$ cat config.mk
export PLATFORM = sky130hd
export DESIGN_NAME = ks_accumulator
export DESIGN_NICKNAME = d
export VERILOG_FILES = /design/src/rtl/ks_defs_pkg.sv /design/src/rtl/ks_accumulator_kogge_stone.sv /design/src/rtl/ks_accumulator.sv
export SDC_FILE = /design/constraint.sdc
export NUM_CORES = 1
export LEC_CHECK = 0
export CORE_MARGIN = 3
export CORE_UTILIZATION = 48
export DETAILED_ROUTE_END_ITERATION = 10
export PLACE_DENSITY = 0.83
export SETUP_SLACK_MARGIN = 0.02
export SYNTH_ARGS = -nofsm -noshare
export SYNTH_HDL_FRONTEND = slang
export SYNTH_HIERARCHICAL = 1
export SYNTH_SLANG_ARGS = --single-unit
$ cat constraint.sdc
create_clock -name clk -period 4.28 [get_ports clk]
set_input_delay 0.642 -clock clk [delete_from_list [all_inputs] [get_ports clk]]
set_output_delay 0.642 -clock clk [all_outputs]
set_load 0.005 [all_outputs]
$ cat src/rtl/ks_defs_pkg.sv
// Shared constants for the Kogge-Stone accumulator and adder benches:
// FSM state encoding and default widths.
package ks_defs;

    localparam logic ST_ACCUM = 1'b0;
    localparam logic ST_HOLD  = 1'b1;

    localparam int KS_N     = 64;
    localparam int KS_CNT_W = 16;

endpackage

$ cat src/rtl/ks_accumulator_kogge_stone.sv
// Parallel-prefix (Kogge-Stone) adder with carry-in, carry-out and signed overflow.
module KoggeStoneAdder #(
    parameter int N = 64
) (
    input  logic [N-1:0] A,
    input  logic [N-1:0] B,
    input  logic         Cin,
    output logic [N-1:0] S,
    output logic         Cout,
    output logic         overflowFlag
);

    localparam int LV = $clog2(N);

    logic [N-1:0] p0;
    logic [N-1:0] g;
    logic [N-1:0] p;

    // Cin is folded into bit 0's generate so every g[i] ends up as the carry out of bit i.
    always_comb begin
        p0 = A ^ B;
        g  = (A & B) | {{(N-1){1'b0}}, p0[0] & Cin};
        p  = p0;
        for (int l = 0; l < LV; l++) begin
            g = g | (p & (g << (1 << l)));
            p = p & (p << (1 << l));
        end
    end

    assign S            = p0 ^ {g[N-2:0], Cin};
    assign Cout         = g[N-1];
    assign overflowFlag = g[N-1] ^ g[N-2];

endmodule

$ cat src/rtl/ks_accumulator.sv
// Streaming signed frame accumulator: sums add/sub operands through a
// Kogge-Stone adder and holds the frame total until the consumer takes it.
module ks_accumulator
    import ks_defs::*;
#(
    parameter int N     = KS_N,
    parameter int CNT_W = KS_CNT_W
) (
    input  logic             clk,
    input  logic             rst,
    input  logic             inValid,
    output logic             inReady,
    input  logic [N-1:0]     inData,
    input  logic             inSub,
    input  logic             inLast,
    output logic             outValid,
    input  logic             outReady,
    output logic [N-1:0]     outSum,
    output logic             outOverflow,
    output logic             outCarry,
    output logic [CNT_W-1:0] outCount,
    output logic             dbgState
);

    // Valid/ready: a beat transfers on any rising edge where both valid and
    // ready are high; ready never depends combinationally on valid.

    logic             state_q, state_d;
    logic [N-1:0]     acc_q, acc_d;
    logic             ovf_q, ovf_d;
    logic             carry_q, carry_d;
    logic [CNT_W-1:0] cnt_q, cnt_d;

    logic [N-1:0] add_b;
    logic [N-1:0] add_s;
    logic         add_cout;
    logic         add_ovf;
    logic         accept;
    logic         release_res;

    assign add_b = inSub ? ~inData : inData;

    KoggeStoneAdder #(.N(N)) u_adder (
        .A            (acc_q),
        .B            (add_b),
        .Cin          (inSub),
        .Cout         (add_cout),
        .S            (add_s),
        .overflowFlag (add_ovf)
    );

    assign inReady     = (state_q == ST_ACCUM);
    assign outValid    = (state_q == ST_HOLD);
    assign accept      = inValid && inReady;
    assign release_res = outValid && outReady;

    always_comb begin
        state_d = state_q;
        acc_d   = acc_q;
        ovf_d   = ovf_q;
        carry_d = carry_q;
        cnt_d   = cnt_q;
        if (accept) begin
            acc_d   = add_s;
            ovf_d   = ovf_q | add_ovf;
            carry_d = add_cout;
            cnt_d   = (&cnt_q) ? cnt_q : cnt_q + {{(CNT_W-1){1'b0}}, 1'b1};
            if (inLast) begin
                state_d = ST_HOLD;
            end
        end
        if (release_res) begin
            state_d = ST_ACCUM;
            acc_d   = '0;
            ovf_d   = 1'b0;
            carry_d = 1'b0;
            cnt_d   = '0;
        end
    end

    always_ff @(posedge clk) begin
        if (rst) begin
            state_q <= ST_ACCUM;
            acc_q   <= '0;
            ovf_q   <= 1'b0;
            carry_q <= 1'b0;
            cnt_q   <= '0;
        end else begin
            state_q <= state_d;
            acc_q   <= acc_d;
            ovf_q   <= ovf_d;
            carry_q <= carry_d;
            cnt_q   <= cnt_d;
        end
    end

    assign outSum      = acc_q;
    assign outOverflow = ovf_q;
    assign outCarry    = carry_q;
    assign outCount    = cnt_q;
    assign dbgState    = state_q;

endmodule
==> out/qor.yml <==
run_status:
  status: "finished clean"
cells_and_area:
  final_core_util_pct: 63.0
  drive_above_1_share_pct: 5.73
  antenna-diode-count: 0
  area_growth_pct: 28.0
  final_cells: 1362
  fin_area_um2: 9650
  nets: 1283
clock_tree:
  cts_root_buffer: "clkbuf_16"
  cts_hold_buf: 0
  cts_buffer_depth: 2
  cts_num_sinks: 83
  clock_latency_ns: 0.35
  clk_pin_slew_ns: 0.06
  cts_tree: "yes"
  cts_buffers: 9
  htree_levels: 3
sta:
  finalCriticalPeriod_ns: 4.02
  final_hold_viol_count: 0
  maxSlewViolCount: 0
  tns_ns: 0
  fin_skew_ns: 0.00706
  maxSlewHeadroom_pct: 24.6
  finalSetupViolations: 0
  worstMarginPinSlew_ns: 1.13
  max_freq_ghz: 0.249
  fin_crit_sh_pct: 94.0
critical_path:
  r2r_setup_slack_ns: 0.86
  cp_top_family: "compound AO/OA/AOI/OAI gates"
  worstSetupPathType: "input pin to flip-flop"
  worstPathCellList: "clkdlybuf4s50_1 > xor2_1 > inv_1 > fa_1 > fa_1 > nand2b_1 > a21oi_2 > o2111ai_2 > o211ai_1 > a31oi_2 > o21a_1 > o31a_1 > o21bai_1 > xor2_1 > nand2_1 > a21oi_2"
  cp.required_ns: 4.54
  crit_path_end_kind: "flip-flop"
  path_buf_inv: 2
  cp_slowest_cell: "clkdlybuf4s50_1"
  critPathMaxFanout: 3
  max_stage_delay_ns: 0.53
  cp.arrival_ns: 4.29
  cp-start-kind: "input pin"
place:
  post-place-cells: 1346
  gp_congestion: 0.931
  portBuffers: 154
  place_area_um2: 9310
  hpwl_mm: 16.0
synthesis:
  ys_seq_area_share_pct: 22.0
  synth-seq-cells: 83
  synth_top_flop_cell: "dfxtp_1"
  avgSynthCellArea_um2: 7.41
  syn_inst: 1017
  yosys.cell_types.count: 72
  async_flop_share_pct: 0
  syn_area_um2: 7540
  yosys.area.top_type: "dfxtp_1"
  synthMostInstantiatedCell: "nand2_1"
  synth-edff-count: 0
  netlist_top_cells_area: "dfxtp_1 22%, ha_1 11%, a21oi_1 10%, xor2_1 10%, nand2_1 9.9%"
  synthesis.nets: 1153
  yosys_warnings: 6
  yosys-top-cells-count: "199 x nand2_1, 157 x a21oi_1, 89 x xor2_1"
  synth_top_area_share_pct: 22.0
min_path:
  hold_path.class: "flip-flop to flip-flop"
pwr:
  pwr_density_cell_nw_per_um2: 373
  leakage_nw: 4.14
  ir_drop_v: 0.000214
grt:
  grt_max_degree: 69
  grt_antenna_before_repair: 0
  grt_pass1_vias: 7394
  grt_first_pass_wirelength_mm: 35.7
  overflow: 0
  grt_use_total_pct: 24.1
run:
  drv_cap: 0
floorplan:
  dieArea_um2: 17300
  core-area_um2: 15300
  dieWidth_um: 131
  pin_count: 155
  num_rows: 45
  initial_core_util_pct: 49.2
  die_h_um: 131
drt:
  antenna_left: 0
  post_drt_wl_per_cell_um: 15.9
  drt_first_pass_iters: 5
  wl_mm: 21.7
  via_per_inst: 5.77
  num_vias: 7861
  drc: 0
  drtIter0Drc: 736
power by group:
group / total [W] / leakage (nW) / internal [W] / switching (W)
clock: 0.000843 / 0.150 / 0.000525 / 0.000318
sequential: 0.000954 / 0.679 / 0.000869 / 0.0000852
combinational: 0.00181 / 3.31 / 0.000825 / 0.000980
total: 0.00360 / 4.14 / 0.00222 / 0.00138
worst register-to-register path, stage by stage (launching register included):
cell       delay [ns]
dfxtp_1          0.35
inv_1            0.07
fa_1             0.46
fa_1             0.39
nand2b_1         0.18
a21oi_2          0.21
o2111ai_2        0.19
o211ai_1         0.24
a31oi_2          0.15
o21a_1           0.22
o31a_1           0.29
o21bai_1         0.16
xor2_1           0.16
nand2_1          0.09
a21oi_2          0.17
final cells by class:
class,count,area (um^2)
inverters,19,71.3
clock buffers,13,250
fillers,1381,5660
clock inverters,2,60.1
flip-flops and latches,83,1660
repair buffers,179,1750
well taps,211,264
multi-input cells,855,5600
registers in the layout, indices dropped and copies added, names as in the netlist:
register	flops
outCount	16
dbgState	1
outSum	64
outCarry	1
outOverflow	1
cell families after synthesis:
group | after synthesis | synth area share (%)
buf+inv | 79 | 4.25
mux | 4 | 0.531
simple gates | 339 | 21.1
flops | 83 | 22.0
xor+xnor | 125 | 14.5
compound gates | 321 | 26.5
fa+ha+maj | 66 | 11.1
repair_timing:
item | in CTS | in global routing
setup buffers | 0 | 1
hold endpoints to repair | 0 | 0
setup endpoints to repair | 0 | 4
gates resized for setup | 0 | 6
placed cells by master (no fill, tap or decap), types with 4 or more instances in the layout:
master,count
o31ai_1,7
dfxtp_1,83
and4_1,8
xnor2_1,36
xor2_1,89
a211oi_1,4
nor4_1,6
a21oi_1,155
clkbuf_16,9
inv_1,19
clkdlybuf4s50_1,153
o21bai_1,10
o211ai_1,6
or3_1,5
nand2_1,198
nand2b_1,9
a31oi_1,11
or4_1,7
a221oi_1,5
nand4_1,15
a21o_1,40
ha_1,64
nor3_1,7
o21ai_0,39
mux2i_1,4
nand3_1,18
nor2_1,36
buf_4,24
and3_1,5
and2_1,5
worst paths after layout:
check,startpoint,endpoint,depth (start not counted)
min,outCarry,outCarry,2
min reg2reg,outCarry,outCarry,2
max reg2reg,outSum[0],outSum[34],14
max,inData[0],outSum[34],16
layer usage:
| metal | GRT usage [%] | up-vias | wire [um] |
|---|---|---|---|
| met4 | 6.83 | 0 | 425 |
| met5 | 0 | - | 0 |
| met3 | 6.32 | 40 | 1540 |
| met2 | 39.3 | 286 | 9920 |
| met1 | 31.5 | 3649 | 9770 |
| li1 | - | 3886 | - |
metrics by stage:
step | total power (W) | worst slack (ns) | hold slack [ns]
2_1_floorplan | 0.00215 | 0.232 | 0.453
3_3_place_gp | 0.00270 | -0.0380 | 0.447
4_1_cts | 0.00358 | 0.221 | 0.468
5_1_grt | 0.00385 | -0.0611 | 0.486
3_5_place_dp | 0.00273 | -0.119 | 0.460
6_report | 0.00360 | 0.259 | 0.466
Power figures use the tool's default switching activity.
